`src/rtl/rsa_pkg.sv`:
```
// rsa_pkg: shared types and op timing for the RSA modular-exponentiation datapath.
package rsa_pkg;
  typedef enum logic [2:0] {IDLE, TOMONT, INIT, SQR, MUL, FROMMONT, REDUCE, DONE} state_t;
  typedef enum logic [2:0] {CLR, LOAD, ITER, CAP, SAMPLE} mmm_phase_t;
  function automatic int op_cycles(input int w);
    return w + 3;
  endfunction
endpackage

```
`src/rtl/rsa_cond_sub.sv`:
```
// rsa_cond_sub: combinational x >= m ? x - m : x, borrow of a one-bit-wider subtract selects.
module rsa_cond_sub #(
  parameter int WIDTH = 8
) (
  input  logic [WIDTH-1:0] x_i,
  input  logic [WIDTH-1:0] m_i,
  output logic [WIDTH-1:0] y_o
);
  logic [WIDTH:0] diff;
  assign diff = {1'b0, x_i} - {1'b0, m_i};
  assign y_o  = diff[WIDTH] ? x_i : diff[WIDTH-1:0];
endmodule

```
`src/rtl/rsa_modexp_ctrl.sv`:
```
// rsa_modexp_ctrl: left-to-right square-and-multiply sequencer driving a Montgomery multiplier.
// Define RSA_SKIP_LEADING_ZEROS_EN to skip exponent bits above the highest set bit.
module rsa_modexp_ctrl
  import rsa_pkg::*;
#(
  parameter int WIDTH     = 8,
  parameter int EXP_WIDTH = WIDTH
) (
  input  logic                 clk,
  input  logic                 rstb,
  input  logic                 ena,
  input  logic                 start,
  input  logic [WIDTH-1:0]     P,
  input  logic [EXP_WIDTH-1:0] E,
  input  logic [WIDTH-1:0]     M,
  input  logic [WIDTH-1:0]     R2,
  output logic                 busy,
  output logic                 done,
  output logic [WIDTH-1:0]     C,
  output logic                 mmm_clear,
  output logic                 mmm_ld_a,
  output logic                 mmm_ld_r,
  output logic                 mmm_lock,
  output logic [WIDTH-1:0]     mmm_a,
  output logic [WIDTH-1:0]     mmm_b,
  output logic [WIDTH-1:0]     mmm_m,
  input  logic [WIDTH-1:0]     mmm_r
);
  localparam int CW = $clog2(WIDTH + 4);
  localparam int IW = (EXP_WIDTH > 1) ? $clog2(EXP_WIDTH) : 1;
  localparam logic [CW-1:0] N_CAP = CW'(op_cycles(WIDTH) - 1);
  localparam logic [CW-1:0] N_SMP = CW'(op_cycles(WIDTH));
  localparam logic [IW-1:0] I_TOP = IW'(EXP_WIDTH - 1);
  localparam logic [WIDTH-1:0] ONE = WIDTH'(1);

  state_t state_q, state_d;
  mmm_phase_t phase;
  logic [CW-1:0] cnt_q, cnt_d;
  logic [IW-1:0] idx_q, idx_d;
  logic [WIDTH-1:0] x_q, x_d, pm_q, pm_d, p_q, p_d, m_q, m_d, r2_q, r2_d, c_q, c_d;
  logic [EXP_WIDTH-1:0] e_q, e_d;
  logic pend_q, pend_d, dst_pm_q, dst_pm_d, seen_q, seen_d;
  logic op_st, scan, active, cap, bit_i;
  logic [WIDTH-1:0] x_fwd, x_red;

  rsa_cond_sub #(.WIDTH(WIDTH)) u_sub (.x_i(x_q), .m_i(m_q), .y_o(x_red));

  // A result captured at CAP is forwarded straight from mmm_r in the following cycle,
  // so the next op can start without a separate sample cycle.
  always_comb begin
    op_st  = state_q inside {TOMONT, INIT, SQR, MUL, FROMMONT};
    bit_i  = e_q[idx_q];
`ifdef RSA_SKIP_LEADING_ZEROS_EN
    scan   = state_q == SQR && cnt_q == '0 && !seen_q && !bit_i;
`else
    scan   = 1'b0;
`endif
    active = op_st && cnt_q <= N_CAP && !scan;
    phase  = cnt_q == '0 ? CLR : cnt_q == CW'(1) ? LOAD : cnt_q < N_CAP ? ITER : cnt_q == N_CAP ? CAP : SAMPLE;
    cap    = active && phase == CAP;
    x_fwd  = (pend_q && !dst_pm_q) ? mmm_r : x_q;
  end

  always_ff @(posedge clk or negedge rstb)
    if (!rstb) begin
      state_q  <= IDLE;
      cnt_q    <= '0;
      idx_q    <= '0;
      x_q      <= '0;
      pm_q     <= '0;
      p_q      <= '0;
      m_q      <= '0;
      r2_q     <= '0;
      c_q      <= '0;
      e_q      <= '0;
      pend_q   <= 1'b0;
      dst_pm_q <= 1'b0;
      seen_q   <= 1'b0;
    end else if (ena) begin
      state_q  <= state_d;
      cnt_q    <= cnt_d;
      idx_q    <= idx_d;
      x_q      <= x_d;
      pm_q     <= pm_d;
      p_q      <= p_d;
      m_q      <= m_d;
      r2_q     <= r2_d;
      c_q      <= c_d;
      e_q      <= e_d;
      pend_q   <= pend_d;
      dst_pm_q <= dst_pm_d;
      seen_q   <= seen_d;
    end

  always_comb begin
    state_d  = state_q;
    cnt_d    = active ? cnt_q + 1'b1 : cnt_q;
    idx_d    = idx_q;
    x_d      = x_fwd;
    pm_d     = (pend_q && dst_pm_q) ? mmm_r : pm_q;
    p_d      = p_q;
    m_d      = m_q;
    r2_d     = r2_q;
    e_d      = e_q;
    c_d      = c_q;
    pend_d   = cap;
    dst_pm_d = cap ? state_q == TOMONT : dst_pm_q;
    seen_d   = seen_q | (state_q == SQR && !scan);
    unique case (state_q)
      IDLE: if (start) begin
        state_d = TOMONT;
        cnt_d   = '0;
        idx_d   = I_TOP;
        seen_d  = 1'b0;
        p_d     = P;
        e_d     = E;
        m_d     = M;
        r2_d    = R2;
      end
      TOMONT: if (cap) begin
        state_d = INIT;
        cnt_d   = '0;
      end
      INIT: if (cap) begin
`ifdef RSA_SKIP_LEADING_ZEROS_EN
        state_d = |e_q ? SQR : FROMMONT;
`else
        state_d = SQR;
`endif
        cnt_d   = '0;
      end
      SQR: if (cap) begin
        state_d = bit_i ? MUL : idx_q == '0 ? FROMMONT : SQR;
        idx_d   = bit_i ? idx_q : idx_q - 1'b1;
        cnt_d   = '0;
      end else if (scan) idx_d = idx_q - 1'b1;
      MUL: if (cap) begin
        state_d = idx_q == '0 ? FROMMONT : SQR;
        idx_d   = idx_q - 1'b1;
        cnt_d   = '0;
      end
      FROMMONT: if (cnt_q == N_SMP) state_d = REDUCE;
      REDUCE: begin
        c_d     = x_red;
        state_d = DONE;
      end
      DONE: state_d = IDLE;
      default: state_d = IDLE;
    endcase
  end

  always_comb begin
    busy      = state_q != IDLE;
    done      = state_q == DONE;
    C         = c_q;
    mmm_m     = m_q;
    mmm_lock  = !active;
    mmm_clear = active && phase == CLR && ena;
    mmm_ld_a  = active && phase == LOAD && ena;
    mmm_ld_r  = cap && ena;
    mmm_a     = !active ? '0 : state_q == TOMONT ? p_q : state_q == INIT ? ONE : x_fwd;
    mmm_b     = !active ? '0 : state_q inside {TOMONT, INIT} ? r2_q : state_q == SQR ? x_fwd : state_q == MUL ? pm_q : ONE;
  end
endmodule
```
`config.mk`:
```
export PLATFORM = sky130hd
export DESIGN_NAME = rsa_modexp_ctrl
export DESIGN_NICKNAME = d
export VERILOG_FILES = /design/src/rtl/rsa_pkg.sv /design/src/rtl/rsa_cond_sub.sv /design/src/rtl/rsa_modexp_ctrl.sv
export SDC_FILE = /design/constraint.sdc
export NUM_CORES = 1
export LEC_CHECK = 0
export ABC_AREA = 1
export CAP_MARGIN = 20
export CORE_ASPECT_RATIO = 2
export CORE_UTILIZATION = 58
export CTS_BUF_LIST = sky130_fd_sc_hd__clkbuf_2 sky130_fd_sc_hd__clkbuf_4 sky130_fd_sc_hd__clkbuf_8
export CTS_CLUSTER_DIAMETER = 100
export CTS_CLUSTER_SIZE = 28
export DETAILED_ROUTE_END_ITERATION = 16
export MAX_ROUTING_LAYER = met4
export PLACE_DENSITY_LB_ADDON = 0.3
export SETUP_SLACK_MARGIN = 0.5
export SLEW_MARGIN = 10
export SYNTH_ARGS = -nofsm -noshare
export SYNTH_HDL_FRONTEND = slang
export SYNTH_SLANG_ARGS = --single-unit
```
`constraint.sdc`:
```
create_clock -name clk -period 4.5 [get_ports clk]
set_input_delay 0.9 -clock clk [delete_from_list [all_inputs] [get_ports clk]]
set_output_delay 0.9 -clock clk [all_outputs]
set_load 0.02 [all_outputs]
```
# Word level (Yosys, flattened, before mapping)
# Index checks and enable logic that the tools add are counted.
# word_totals
regBits,68
wordCells,96
# classes
addsub,3
n_lt_le_gt_ge,3
n_eq_ne,19
mux,33
reduce_logical,26
# ops
operator,count
$mux 8,9
$mux 3,16
$pmux 3 s8,1
$eq 3x3->1 const B,4
$mux 4,3
$ne 2x2->1 const B,6
$eq 3x2->1 const B,3
$logic_and 1x1->1,9
$logic_not 3->1,3
$pmux 3 s3,1
$sub 8x8->9,1
$eq 4x4->1 const B,2
$pmux 4 s2,1
$reduce_and 7->1,1
$eq 3x1->1 const B,2
$reduce_and 2->1,3
$reduce_and 6->1,1
$reduce_bool 3->1,2
$reduce_bool 5->1,1
$add 4x1->4 const B,1
$eq 4x1->1 const B,1
$le 4x4->1 const B,1
$logic_not 4->1,1
$lt 3x4->1 const B,1
other kinds (9),10

# Depth between registers and ports, before layout
# Gate-level depths: netlist of run 1.
# logic_depth
word_depth,9
depth_mapped,11

# Cells and area by module
# A second synthesis of run 1 with hierarchy kept.
# hier_totals
hier_cells,491
hier_area_um2,4165.2
# modules_own_cells
mod,n_inst,cells_per_inst,area_per_inst_um2,seq_area_each_um2
rsa_modexp_ctrl,1,389,3608.5,1701.6
rsa_cond_sub,1,102,556.8,0.0

# Worst setup path after synthesis of run 1
# OpenSTA, ideal clock, no wires.
# synth_timing
path_kind,input-to-output
from,in ena
to,out mmm_ld_a
arrival_ps,2041
t_required_ps,3600
path_slack_ps,1559
cell_stages,5
n_path_buf,1
path_cell_list,buf_2 clkinv_1 nor2_8 inv_1 nor3_1
# synth_between
elab_chain_len,1
# synth_lines
element,line,text
start: declaration,rsa_modexp_ctrl.sv:11,"input logic ena,"
$logic_and 1x1->1,rsa_modexp_ctrl.sv:159,mmm_ld_a = active && phase == LOAD && ena;
end: declaration,rsa_modexp_ctrl.sv:21,"output logic mmm_ld_a,"
# No other way between the ends.

# Worst setup path in the final report of run 1
# Same ends and word-level chain as after synthesis.

==> run_summary.xml, run 1 <==
<?xml version="1.0" encoding="UTF-8"?>
<metrics>
  <group name="floorplanning">
    <metric name="rows" unit="">42</metric>
    <metric name="io_pins" unit="">82</metric>
    <metric name="dieWidth" unit="um">60.9</metric>
    <metric name="starting_utilization_of_the_core_area" unit="%">60.4</metric>
    <metric name="die_height" unit="um">120</metric>
    <metric name="die_area" unit="sq mm">0.00730</metric>
    <metric name="design.core.area" unit="sq mm">0.00667</metric>
  </group>
  <group name="sta">
    <metric name="timing.hold.ws" unit="ps">483</metric>
    <metric name="max_freq" unit="MHz">268</metric>
    <metric name="report.final.slew_viol_count" unit="">0</metric>
    <metric name="final_period_minus_worst_setup_slack" unit="ps">3740</metric>
    <metric name="timing.final.setup_violations" unit="">0</metric>
    <metric name="slew_at_the_pin_closest_to_its_max_slew_limit" unit="ps">1060</metric>
    <metric name="final-hold-violation-count" unit="">0</metric>
    <metric name="unrepaired_setup_endpoints_after_global_routing" unit="">false</metric>
    <metric name="clock_skew" unit="ps">9.72</metric>
    <metric name="period_share" unit="%">83.0</metric>
    <metric name="timing.max_slew.rel_slack" unit="%">29.2</metric>
    <metric name="final.setup.tns" unit="ps">0</metric>
  </group>
  <group name="logic_synthesis">
    <metric name="flip_flop_cell_with_the_highest_count_after_synthesis" unit="">sky130_fd_sc_hd__dfrtp_1</metric>
    <metric name="syn_avg_cell_area" unit="sq um">8.26</metric>
    <metric name="yosysTopAreaCell" unit="">sky130_fd_sc_hd__dfrtp_1</metric>
    <metric name="syn_nets" unit="">547</metric>
    <metric name="post_synth_design_cell_area" unit="sq mm">0.00403</metric>
    <metric name="synthTopCellsByArea" unit="">sky130_fd_sc_hd__dfrtp_1 42%, sky130_fd_sc_hd__nand2_1 13%, sky130_fd_sc_hd__mux2_4 6.3%</metric>
    <metric name="ys_async_sr_fraction" unit="%">100</metric>
    <metric name="synth.yosys.warnings" unit="">0</metric>
    <metric name="ys_seq_area_share" unit="%">42.2</metric>
    <metric name="number_of_cells_produced_by_synthesis" unit="">488</metric>
    <metric name="top_cells_by_count_synth" unit="">135 x sky130_fd_sc_hd__nand2_1, 68 x sky130_fd_sc_hd__dfrtp_1, 65 x sky130_fd_sc_hd__inv_1, 34 x sky130_fd_sc_hd__a21oi_1, 30 x sky130_fd_sc_hd__o21ai_0</metric>
    <metric name="synth_top_area_share" unit="%">42.2</metric>
    <metric name="post_synth_num_cell_types" unit="">35</metric>
    <metric name="yosys_register_bits" unit="">68</metric>
    <metric name="synth_enable_flop_cells" unit="">0</metric>
    <metric name="dominant_cell_by_count_in_the_synthesized_netlist" unit="">sky130_fd_sc_hd__nand2_1</metric>
  </group>
  <group name="worst_hold_path">
    <metric name="holdCritPathClass" unit="">reg2reg</metric>
  </group>
  <group name="layout">
    <metric name="antennaDiodeCount" unit="">0</metric>
    <metric name="post_route_cells_drive_above_1_share" unit="%">12.0</metric>
    <metric name="fin_nets" unit="">627</metric>
    <metric name="area.growth.synth_to_final" unit="%">24.6</metric>
    <metric name="layout.filler_cells" unit="">529</metric>
    <metric name="layout.area.seq" unit="sq mm">0.00170</metric>
    <metric name="multi_input_comb_area" unit="sq mm">0.00195</metric>
  </group>
  <group name="clock_network">
    <metric name="insertion_delay" unit="ps">350</metric>
    <metric name="ctsRootBufferMaster" unit="">sky130_fd_sc_hd__clkbuf_8</metric>
    <metric name="clk_pin_slew" unit="ps">70</metric>
    <metric name="cts_bufs_inserted" unit="">9</metric>
    <metric name="cts_resized" unit="">0</metric>
    <metric name="cts-hold-fix-buffers" unit="">0</metric>
    <metric name="clk_sink_count" unit="">68</metric>
    <metric name="post-cts-setup-buffers" unit="">0</metric>
    <metric name="tritoncts_clock_tree" unit="">yes</metric>
    <metric name="cts_max_path_buffers" unit="">2</metric>
    <metric name="cts_htree_levels" unit="">3</metric>
  </group>
  <group name="critical_path">
    <metric name="timing_worst_setup_path_type" unit="">in2out</metric>
    <metric name="critPathLaunchType" unit="">input pin</metric>
    <metric name="critPathArrivalTime" unit="ps">2840</metric>
    <metric name="timing.critical_path.to_type" unit="">primary output</metric>
    <metric name="required" unit="ps">3600</metric>
    <metric name="timing.critical_path.fanout_max" unit="">9</metric>
  </group>
  <group name="routing">
    <metric name="via_per_inst" unit="">5.32</metric>
    <metric name="wire_per_inst" unit="um">13.9</metric>
    <metric name="wirelength" unit="um">9200</metric>
    <metric name="route.vias.total" unit="">3514</metric>
    <metric name="post-route-drc-count" unit="">0</metric>
    <metric name="drtIter0Drc" unit="">151</metric>
    <metric name="detail_route.first_pass.iterations" unit="">5</metric>
    <metric name="detail-route-antenna-nets" unit="">0</metric>
  </group>
  <group name="global_routing">
    <metric name="grt_pass1_vias" unit="">3467</metric>
    <metric name="grt_use_total" unit="%">28.7</metric>
    <metric name="maximum_number_of_pins_on_one_net_before_global_route_repair" unit="">48</metric>
    <metric name="grt_pass1_wl" unit="um">15200</metric>
    <metric name="globalRoute.totalOverflow" unit="">0</metric>
    <metric name="antenna_found_initial" unit="">0</metric>
  </group>
  <group name="power_and_ir_drop">
    <metric name="vdd.ir_drop.worst" unit="mV">0.561</metric>
    <metric name="powerDensity" unit="mW/mm^2">689</metric>
    <metric name="p_leak" unit="nW">2.56</metric>
  </group>
  <group name="placement">
    <metric name="final_hpwl_from_detailed_placement" unit="um">7160</metric>
    <metric name="gpl.final_weighted_congestion" unit="">0.954</metric>
    <metric name="placement.io_buffers" unit="">81</metric>
  </group>
  <group name="run">
    <metric name="max_capacitance_violation_count" unit="">0</metric>
  </group>
  <group name="outcome">
    <metric name="outcome" unit="">finished clean</metric>
  </group>
</metrics>
==> state kept, by name (all words and copies together), names as in the netlist, 4 cells and up <==
register  count
mmm_m         8
p_q           8
cnt_q         4
r2_q          8
x_q           8
pm_q          8
C             8
e_q           8
==> cell families after synthesis <==
group,synth area share [%]
AND/OR/NAND/NOR,23.4
buffers and inverters,9.44
flip-flops,42.2
XOR/XNOR,1.09
multiplexers,8.29
AO/OA/AOI/OAI,10.7
adder cells (fa/ha/maj),4.84
==> metrics by stage <==
step                setup WS, ps  instance area, sq um  util (%)  std cells  power (mW)
finish                       764                  5020      75.2        661        3.46
CTS                          748                  5020      75.2        661        3.46
global placement             829                  4850      72.6        645        2.93
detailed placement           763                  4850      72.6        645        3.01
floorplan                   1560                  4030         -        488        2.38
global route                 616                  5020      75.2        661        3.72
==> critical path, cell delays in order <==
cell	delay (ps)
sky130_fd_sc_hd__clkdlybuf4s50_1	650
sky130_fd_sc_hd__clkinv_1	240
sky130_fd_sc_hd__nor2_8	180
sky130_fd_sc_hd__inv_1	90
sky130_fd_sc_hd__nor3_1	150
sky130_fd_sc_hd__clkdlybuf4s50_1	630
==> report_power, final <==
group,switching (mW),total [mW],internal (mW)
clock,0.225,0.442,0.217
sequential,0.193,1.05,0.853
combinational,1.13,1.97,0.836
==> metal layers <==
metal  vias to the layer above  track usage (%)  routed length (um)
met4                         0             14.6                 416
met1                      1633             30.4                3400
met2                       122             49.0                4960
li1                       1723                -                   -
met5                         -                -                   0
met3                        36             4.74                 424
==> worst paths after layout <==
check	depth (start not counted)	to	start	slack (ps)
min in group asynchronous	1	e_q[4]$_DFFE_PN0P_	rstb	680
max reg2reg	8	C[1]$_DFFE_PN0P_	mmm_m[0]$_DFFE_PN0P_	2190
min	2	C[1]$_DFFE_PN0P_	C[1]$_DFFE_PN0P_	480
min reg2reg	2	C[1]$_DFFE_PN0P_	C[1]$_DFFE_PN0P_	480
max	6	mmm_ld_a	ena	760
max in group asynchronous	2	r2_q[6]$_DFFE_PN0P_	rstb	2910
==> final cells by class <==
| cell class | count | share of cell area, % |
|---|---|---|
| multi-input cells | 335 | 38.8 |
| flip-flops and latches | 68 | 33.9 |
| repair buffers | 83 | 16.4 |
| inverters | 71 | 5.31 |
| clock buffers | 11 | 2.89 |
| well taps | 88 | 2.19 |
| clock inverters | 5 | 0.548 |
==> cells in the final DEF, fill, tap and decap left out <==
cell type                         Yosys  layout
sky130_fd_sc_hd__nand2_4              3       3
sky130_fd_sc_hd__nand2_1            135     135
sky130_fd_sc_hd__nor3_1               3       3
sky130_fd_sc_hd__clkinv_2             0       4
sky130_fd_sc_hd__nand3_1             20      20
sky130_fd_sc_hd__nor2_1              25      25
sky130_fd_sc_hd__a21oi_1             34      34
sky130_fd_sc_hd__clkdlybuf4s50_1      0      80
sky130_fd_sc_hd__nor2_4               5       5
sky130_fd_sc_hd__buf_4                1       2
sky130_fd_sc_hd__or2_2                1       1
sky130_fd_sc_hd__or2_1                1       1
sky130_fd_sc_hd__clkinv_1             1       1
sky130_fd_sc_hd__a211oi_1             1       1
sky130_fd_sc_hd__nor2_8               1       1
sky130_fd_sc_hd__o21ai_1              4       4
sky130_fd_sc_hd__nand3_2              1       1
sky130_fd_sc_hd__o21bai_1             1       1
sky130_fd_sc_hd__clkinvlp_4           0       1
sky130_fd_sc_hd__o21ai_0             30      30
sky130_fd_sc_hd__inv_1               65      65
sky130_fd_sc_hd__a31oi_1              8       8
sky130_fd_sc_hd__clkbuf_8             0      10
sky130_fd_sc_hd__nor2_2               3       3
sky130_fd_sc_hd__mux2_2               7       7
sky130_fd_sc_hd__xnor2_1              3       3
sky130_fd_sc_hd__a21oi_2              2       2
sky130_fd_sc_hd__nand4_1              8       8
sky130_fd_sc_hd__o21ai_2              1       1
sky130_fd_sc_hd__clkbuf_4             0       1
sky130_fd_sc_hd__nand2_2              4       4
sky130_fd_sc_hd__buf_2                4       1
sky130_fd_sc_hd__mux2_4              17      17
sky130_fd_sc_hd__dfrtp_1             68      68
sky130_fd_sc_hd__fa_1                 1       1
sky130_fd_sc_hd__ha_1                14      14
sky130_fd_sc_hd__xor2_1               2       2
sky130_fd_sc_hd__inv_2                5       5
No activity file was read; power rests on OpenSTA's default activity.
==> run 2: changes to the inputs <==
--- a/config.mk
+++ b/config.mk
@@ -8,7 +8,7 @@
 export ABC_AREA = 1
 export CAP_MARGIN = 20
 export CORE_ASPECT_RATIO = 2
-export CORE_UTILIZATION = 58
+export CORE_UTILIZATION = 54
 export CTS_BUF_LIST = sky130_fd_sc_hd__clkbuf_2 sky130_fd_sc_hd__clkbuf_4 sky130_fd_sc_hd__clkbuf_8
 export CTS_CLUSTER_DIAMETER = 100
 export CTS_CLUSTER_SIZE = 28
==> constraint.sdc (replaced) <==
create_clock -name clk -period 3.8 [get_ports clk]
set_input_delay 0.76 -clock clk [delete_from_list [all_inputs] [get_ports clk]]
set_output_delay 0.76 -clock clk [all_outputs]
set_load 0.02 [all_outputs]
==> run_summary.xml, run 2 (synthesized netlist as in run 1, its figures left out) <==
<?xml version="1.0" encoding="UTF-8"?>
<metrics>
  <group name="routing">
    <metric name="wirelength" unit="um">9490</metric>
    <metric name="detail-route-antenna-nets" unit="">0</metric>
    <metric name="via_per_inst" unit="">5.23</metric>
    <metric name="detail_route.first_pass.iterations" unit="">4</metric>
    <metric name="drtIter0Drc" unit="">187</metric>
    <metric name="post-route-drc-count" unit="">0</metric>
    <metric name="wire_per_inst" unit="um">14.2</metric>
    <metric name="route.vias.total" unit="">3500</metric>
  </group>
  <group name="floorplanning">
    <metric name="die_height" unit="um">124</metric>
    <metric name="die_area" unit="sq mm">0.00783</metric>
    <metric name="design.core.area" unit="sq mm">0.00721</metric>
    <metric name="dieWidth" unit="um">63.1</metric>
    <metric name="io_pins" unit="">82</metric>
    <metric name="starting_utilization_of_the_core_area" unit="%">55.9</metric>
    <metric name="rows" unit="">44</metric>
  </group>
  <group name="layout">
    <metric name="layout.filler_cells" unit="">572</metric>
    <metric name="area.growth.synth_to_final" unit="%">27.3</metric>
    <metric name="antennaDiodeCount" unit="">0</metric>
    <metric name="fin_nets" unit="">631</metric>
    <metric name="fin_area" unit="sq mm">0.00513</metric>
    <metric name="mostFrequentLayoutCell" unit="">sky130_fd_sc_hd__nand2_1</metric>
    <metric name="mostFrequentLayoutCells" unit="">135 x sky130_fd_sc_hd__nand2_1, 72 x sky130_fd_sc_hd__clkdlybuf4s50_1, 68 x sky130_fd_sc_hd__dfrtp_1</metric>
    <metric name="post_layout_nonfiller_instances" unit="">669</metric>
    <metric name="post_route_cells_drive_above_1_share" unit="%">12.7</metric>
  </group>
  <group name="global_routing">
    <metric name="grt_pass1_vias" unit="">3474</metric>
    <metric name="antenna_found_initial" unit="">0</metric>
    <metric name="grt_pass1_wl" unit="um">15500</metric>
    <metric name="grt_use_total" unit="%">26.5</metric>
    <metric name="maximum_number_of_pins_on_one_net_before_global_route_repair" unit="">48</metric>
    <metric name="globalRoute.totalOverflow" unit="">0</metric>
  </group>
  <group name="clock_network">
    <metric name="cts-hold-fix-buffers" unit="">0</metric>
    <metric name="clk_pin_slew" unit="ps">70</metric>
    <metric name="clk_sink_count" unit="">68</metric>
    <metric name="post-cts-setup-buffers" unit="">0</metric>
    <metric name="tritoncts_clock_tree" unit="">yes</metric>
    <metric name="cts_resized" unit="">4</metric>
    <metric name="insertion_delay" unit="ps">350</metric>
    <metric name="cts_max_path_buffers" unit="">2</metric>
    <metric name="ctsRootBufferMaster" unit="">sky130_fd_sc_hd__clkbuf_8</metric>
    <metric name="cts_htree_levels" unit="">3</metric>
    <metric name="cts_bufs_inserted" unit="">9</metric>
  </group>
  <group name="placement">
    <metric name="placement.io_buffers" unit="">81</metric>
    <metric name="dpl-instance-area" unit="sq mm">0.00487</metric>
    <metric name="final_hpwl_from_detailed_placement" unit="um">7240</metric>
    <metric name="gpl.final_weighted_congestion" unit="">0.936</metric>
    <metric name="cell_count_post_placement" unit="">652</metric>
  </group>
  <group name="critical_path">
    <metric name="timing.reg2reg.setup_slack" unit="ps">1460</metric>
    <metric name="timing_worst_setup_path_type" unit="">reg2out</metric>
    <metric name="critPathLaunchType" unit="">flop</metric>
    <metric name="slowest_stage" unit="">sky130_fd_sc_hd__clkdlybuf4s50_1</metric>
    <metric name="critPathArrivalTime" unit="ps">2460</metric>
    <metric name="required" unit="ps">3040</metric>
    <metric name="max_stage_delay" unit="ps">530</metric>
    <metric name="path_cells" unit="">inv_1, ha_1, o21ai_0, nand2_1, nand2_8, inv_1, o21ai_0, nor2_1, clkdlybuf4s50_1</metric>
    <metric name="timing.critical_path.to_type" unit="">primary output</metric>
    <metric name="timing.critical_path.fanout_max" unit="">20</metric>
  </group>
  <group name="sta">
    <metric name="clock_skew" unit="ps">3.10</metric>
    <metric name="final-hold-violation-count" unit="">0</metric>
    <metric name="max_freq" unit="MHz">311</metric>
    <metric name="period_share" unit="%">84.7</metric>
    <metric name="final_period_minus_worst_setup_slack" unit="ps">3220</metric>
    <metric name="timing.max_slew.rel_slack" unit="%">51.0</metric>
    <metric name="unrepaired_setup_endpoints_after_global_routing" unit="">true</metric>
    <metric name="timing.hold.ws" unit="ps">468</metric>
    <metric name="final.setup.tns" unit="ps">0</metric>
    <metric name="report.final.slew_viol_count" unit="">0</metric>
    <metric name="timing.final.setup_violations" unit="">0</metric>
    <metric name="slew_at_the_pin_closest_to_its_max_slew_limit" unit="ps">735</metric>
  </group>
  <group name="run">
    <metric name="max_capacitance_violation_count" unit="">0</metric>
  </group>
  <group name="power_and_ir_drop">
    <metric name="vdd.ir_drop.worst" unit="mV">0.513</metric>
    <metric name="powerDensity" unit="mW/mm^2">819</metric>
    <metric name="p_leak" unit="nW">2.70</metric>
    <metric name="overall_power_consumption" unit="mW">4.20</metric>
  </group>
  <group name="outcome">
    <metric name="outcome" unit="">finished clean</metric>
  </group>
  <group name="worst_hold_path">
    <metric name="holdCritPathClass" unit="">in2async</metric>
  </group>
</metrics>
-- run 2: cell count changes in the layout (fill, tap and decap cells not counted), moves of 2 or more --
cell	previous run	this run
sky130_fd_sc_hd__clkdlybuf4s50_1	80	72
sky130_fd_sc_hd__dlymetal6s2s_1	0	5
sky130_fd_sc_hd__buf_4	2	5
sky130_fd_sc_hd__dlygate4sd2_1	0	3
sky130_fd_sc_hd__clkinv_2	4	2
-- run 2: per-stage QoR --
| step | setup slack, ps | utilization (%) |
|---|---|---|
| floorplan | 1140 | - |
| global placement | 653 | 67.6 |
| detailed placement | 577 | 67.6 |
| CTS | 558 | 70.5 |
| global route | 441 | 71.1 |
| finish | 583 | 71.1 |
-- run 2: area by class of cell --
type	count	area, sq um	share of cell area [%]
Tap cell	92	115	2.24
Sequential cell	68	1700	33.2
Multi-Input combinational cell	335	1960	38.2
Inverter	71	267	5.20
Clock inverter	4	47.5	0.927
Clock buffer	12	159	3.10
Timing Repair Buffer	87	880	17.1
-- run 2: worst paths after layout --
check,depth (start not counted),from,to
hold / removal,1,rstb,cnt_q[1]$_DFFE_PN0P_
max in group asynchronous,2,rstb,C[1]$_DFFE_PN0P_
min in group clk,2,C[3]$_DFFE_PN0P_,C[3]$_DFFE_PN0P_
setup / recovery,9,cnt_q[0]$_DFFE_PN0P_,mmm_a[0]
hold reg to reg,2,C[3]$_DFFE_PN0P_,C[3]$_DFFE_PN0P_
setup reg to reg,8,mmm_m[0]$_DFFE_PN0P_,C[0]$_DFFE_PN0P_
-- run 2: report_power, final --
group | internal [mW] | total (mW) | leakage [nW] | switching (mW)
Combinational | 0.993 | 2.35 | 1.75 | 1.35
Clock | 0.344 | 0.616 | 0.106 | 0.272
Sequential | 1.01 | 1.24 | 0.841 | 0.229
Total | 2.35 | 4.20 | 2.70 | 1.86
-- run 2: worst max-delay path, delay by kind of cell, from the launching register on --
family	cells	cell delay [ps]
buf+inv	3	700
simple gates	3	440
flops	1	420
compound gates	2	300
fa+ha+maj	1	240
-- run 2: layer usage --
| layer | routed length (um) | global-route usage (%) | vias to the layer above |
|---|---|---|---|
| li1 | - | - | 1729 |
| met1 | 3660 | 27.8 | 1628 |
| met2 | 5090 | 46.6 | 111 |
| met3 | 351 | 4.30 | 32 |
| met4 | 378 | 14.7 | 0 |
| met5 | 0 | - | - |
==> run 3: changes to the inputs <==
--- a/config.mk
+++ b/config.mk
@@ -8,7 +8,7 @@
 export ABC_AREA = 1
 export CAP_MARGIN = 20
 export CORE_ASPECT_RATIO = 2
-export CORE_UTILIZATION = 54
+export CORE_UTILIZATION = 48
 export CTS_BUF_LIST = sky130_fd_sc_hd__clkbuf_2 sky130_fd_sc_hd__clkbuf_4 sky130_fd_sc_hd__clkbuf_8
 export CTS_CLUSTER_DIAMETER = 100
 export CTS_CLUSTER_SIZE = 28
==> constraint.sdc (replaced) <==
create_clock -name clk -period 2.6 [get_ports clk]
set_input_delay 0.52 -clock clk [delete_from_list [all_inputs] [get_ports clk]]
set_output_delay 0.52 -clock clk [all_outputs]
set_load 0.02 [all_outputs]
==> run_summary.xml, run 3 (synthesized netlist as in run 1, its figures left out) <==
<?xml version="1.0" encoding="UTF-8"?>
<metrics>
  <group name="global_routing">
    <metric name="maximum_number_of_pins_on_one_net_before_global_route_repair" unit="">69</metric>
    <metric name="grt_use_total" unit="%">27.3</metric>
    <metric name="antenna_found_initial" unit="">0</metric>
    <metric name="globalRoute.totalOverflow" unit="">0</metric>
    <metric name="grt_pass1_vias" unit="">3757</metric>
    <metric name="grt_pass1_wl" unit="um">17600</metric>
  </group>
  <group name="layout">
    <metric name="multi_input_comb_area" unit="sq mm">0.00219</metric>
    <metric name="antennaDiodeCount" unit="">0</metric>
    <metric name="post_route_cells_drive_above_1_share" unit="%">28.9</metric>
    <metric name="layout.filler_cells" unit="">648</metric>
    <metric name="area.growth.synth_to_final" unit="%">42.2</metric>
    <metric name="mostFrequentLayoutCell" unit="">sky130_fd_sc_hd__nand2_1</metric>
    <metric name="post_layout_nonfiller_instances" unit="">713</metric>
    <metric name="postLayoutCoreUtil" unit="%">69.6</metric>
    <metric name="fin_nets" unit="">669</metric>
    <metric name="mostFrequentLayoutCells" unit="">123 x sky130_fd_sc_hd__nand2_1, 65 x sky130_fd_sc_hd__dfrtp_1, 58 x sky130_fd_sc_hd__clkdlybuf4s50_1</metric>
    <metric name="layout.area.seq" unit="sq mm">0.00171</metric>
    <metric name="fin_area" unit="sq mm">0.00573</metric>
  </group>
  <group name="critical_path">
    <metric name="path_buf_inv" unit="">3</metric>
    <metric name="critPathLaunchType" unit="">flop</metric>
    <metric name="slowest_stage" unit="">sky130_fd_sc_hd__dfrtp_2</metric>
    <metric name="timing_worst_setup_path_type" unit="">reg2out</metric>
    <metric name="max_stage_delay" unit="ps">450</metric>
    <metric name="critPathTopFamily" unit="">simple AND/OR/NAND/NOR gates</metric>
    <metric name="required" unit="ps">2080</metric>
    <metric name="timing.critical_path.fanout_max" unit="">8</metric>
    <metric name="timing.critical_path.to_type" unit="">primary output</metric>
    <metric name="critPathArrivalTime" unit="ps">1840</metric>
    <metric name="path_cells" unit="">inv_2, nand2_4, nand2_2, nor2_4, buf_12, nand2_1, a31oi_2, buf_4</metric>
  </group>
  <group name="power_and_ir_drop">
    <metric name="combinationalPowerShare" unit="%">60.5</metric>
    <metric name="vdd.ir_drop.worst" unit="mV">1.03</metric>
    <metric name="powerDensity" unit="mW/mm^2">1290</metric>
    <metric name="clock_power_share" unit="%">14.6</metric>
    <metric name="internal_power" unit="mW">4.15</metric>
    <metric name="part_of_the_power_in_registers" unit="%">24.9</metric>
    <metric name="power_switching" unit="mW">3.22</metric>
    <metric name="p_leak" unit="nW">2.91</metric>
    <metric name="overall_power_consumption" unit="mW">7.37</metric>
    <metric name="sw_frac_of_total" unit="%">43.7</metric>
  </group>
  <group name="routing">
    <metric name="drtIter0Drc" unit="">204</metric>
    <metric name="route.vias.total" unit="">3745</metric>
    <metric name="wire_per_inst" unit="um">15.7</metric>
    <metric name="wirelength" unit="um">11200</metric>
    <metric name="detail-route-antenna-nets" unit="">0</metric>
    <metric name="detail_route.first_pass.iterations" unit="">7</metric>
    <metric name="post-route-drc-count" unit="">0</metric>
    <metric name="via_per_inst" unit="">5.25</metric>
  </group>
  <group name="clock_network">
    <metric name="tritoncts_clock_tree" unit="">yes</metric>
    <metric name="ctsRootBufferMaster" unit="">sky130_fd_sc_hd__clkbuf_8</metric>
    <metric name="insertion_delay" unit="ps">360</metric>
    <metric name="cts-hold-fix-buffers" unit="">0</metric>
    <metric name="clk_sink_count" unit="">68</metric>
    <metric name="cts_bufs_inserted" unit="">9</metric>
    <metric name="clk_pin_slew" unit="ps">80</metric>
    <metric name="cts_max_path_buffers" unit="">2</metric>
    <metric name="cts_htree_levels" unit="">3</metric>
  </group>
  <group name="placement">
    <metric name="final_hpwl_from_detailed_placement" unit="um">7310</metric>
    <metric name="dpl-instance-area" unit="sq mm">0.00496</metric>
    <metric name="cell_count_post_placement" unit="">664</metric>
    <metric name="gpl.final_weighted_congestion" unit="">0.856</metric>
    <metric name="placement.io_buffers" unit="">81</metric>
    <metric name="dp_worst_setup_slack" unit="ps">-80.1</metric>
  </group>
  <group name="sta">
    <metric name="slew_at_the_pin_closest_to_its_max_slew_limit" unit="ps">521</metric>
    <metric name="unrepaired_setup_endpoints_after_global_routing" unit="">true</metric>
    <metric name="worst_slack" unit="ps">240</metric>
    <metric name="timing.final.setup_violations" unit="">0</metric>
    <metric name="max_freq" unit="MHz">424</metric>
    <metric name="timing.max_slew.rel_slack" unit="%">65.2</metric>
    <metric name="final-hold-violation-count" unit="">0</metric>
    <metric name="report.final.slew_viol_count" unit="">0</metric>
    <metric name="timing.hold.ws" unit="ps">142</metric>
    <metric name="final.setup.tns" unit="ps">0</metric>
    <metric name="period_share" unit="%">90.8</metric>
    <metric name="clock_skew" unit="ps">9.17</metric>
    <metric name="final_period_minus_worst_setup_slack" unit="ps">2360</metric>
  </group>
  <group name="worst_hold_path">
    <metric name="holdCritPathClass" unit="">in2async</metric>
  </group>
  <group name="floorplanning">
    <metric name="die_area" unit="sq mm">0.00879</metric>
    <metric name="design.core.area" unit="sq mm">0.00823</metric>
    <metric name="dieWidth" unit="um">66.8</metric>
    <metric name="starting_utilization_of_the_core_area" unit="%">48.9</metric>
    <metric name="io_pins" unit="">82</metric>
    <metric name="die_height" unit="um">132</metric>
    <metric name="rows" unit="">47</metric>
  </group>
  <group name="run">
    <metric name="max_capacitance_violation_count" unit="">0</metric>
  </group>
  <group name="outcome">
    <metric name="outcome" unit="">finished clean</metric>
  </group>
</metrics>
run 3: cell count changes in the layout (fill, tap and decap cells not counted), moves of 6 or more:
cell	previous run	this run
sky130_fd_sc_hd__buf_6	0	11
sky130_fd_sc_hd__nand2_2	3	10
sky130_fd_sc_hd__buf_4	5	45
sky130_fd_sc_hd__clkdlybuf4s50_1	72	58
sky130_fd_sc_hd__a31oi_1	8	2
sky130_fd_sc_hd__o21ai_0	30	17
sky130_fd_sc_hd__a31oi_2	0	6
sky130_fd_sc_hd__inv_1	65	57
sky130_fd_sc_hd__a21oi_1	34	27
sky130_fd_sc_hd__o21ai_1	4	14
sky130_fd_sc_hd__nand2_1	135	123
run 3: metal layers:
metal	GRT usage (%)	vias to the layer above	part of all wire [%]
li1	-	1806	-
met1	29.1	1770	36
met2	46.0	122	55
met3	3.91	47	3.9
met4	16.2	0	5.1
met5	-	-	0
run 3: final timing paths:
check,slack [ps],start,cells past startpoint,endpoint
worst max-delay path,240,state_q[1]$_DFFE_PN0P_,8,mmm_b[6]
worst min-delay path,140,rstb,2,C[5]$_DFFE_PN0P_
worst max register to register,470,mmm_m[0]$_DFFE_PN0P_,9,C[4]$_DFFE_PN0P_
worst min register to register,490,C[5]$_DFFE_PN0P_,2,C[5]$_DFFE_PN0P_
max in group asynchronous,2110,rstb,2,state_q[1]$_DFFE_PN0P_
min in group clk,490,C[5]$_DFFE_PN0P_,2,C[5]$_DFFE_PN0P_
run 3: layout make-up:
class                      count  area share [%]
inverter                      71            4.85
clock inverter                 6            1.97
timing repair buffer         124            20.8
tap                           98            2.14
clock buffer                  10            2.29
sequential                    68            29.8
multi-input combinational    336            38.2
run 3: worst reg2reg max path: cells and delay by family (launching register included):
kind / cells / cell delay [ps]
AOI/OAI and AO/OA: 3 / 370
adders and majority gates: 2 / 630
buffers and inverters: 1 / 210
DFF: 1 / 440
and+or+nand+nor: 3 / 350
run 3: what timing repair did:
| action | CTS | global route |
|---|---|---|
| cloned | 2 | 0 |
| endpoints found under the setup margin | 30 | 25 |
| pin swaps | 20 | 16 |
| setup buffers | 20 | 11 |
| gates resized for setup | 157 | 46 |
run 3: power groups by stage:
stage               logic (mW)  registers, mW  clock network (mW)
finish                    4.46           1.83                1.08
global route              4.83           1.87                1.13
CTS                       4.06           1.80                1.08
detailed placement        3.50           1.81                   0
global placement          3.45           1.79                   0
floorplan                 2.31           1.83                   0
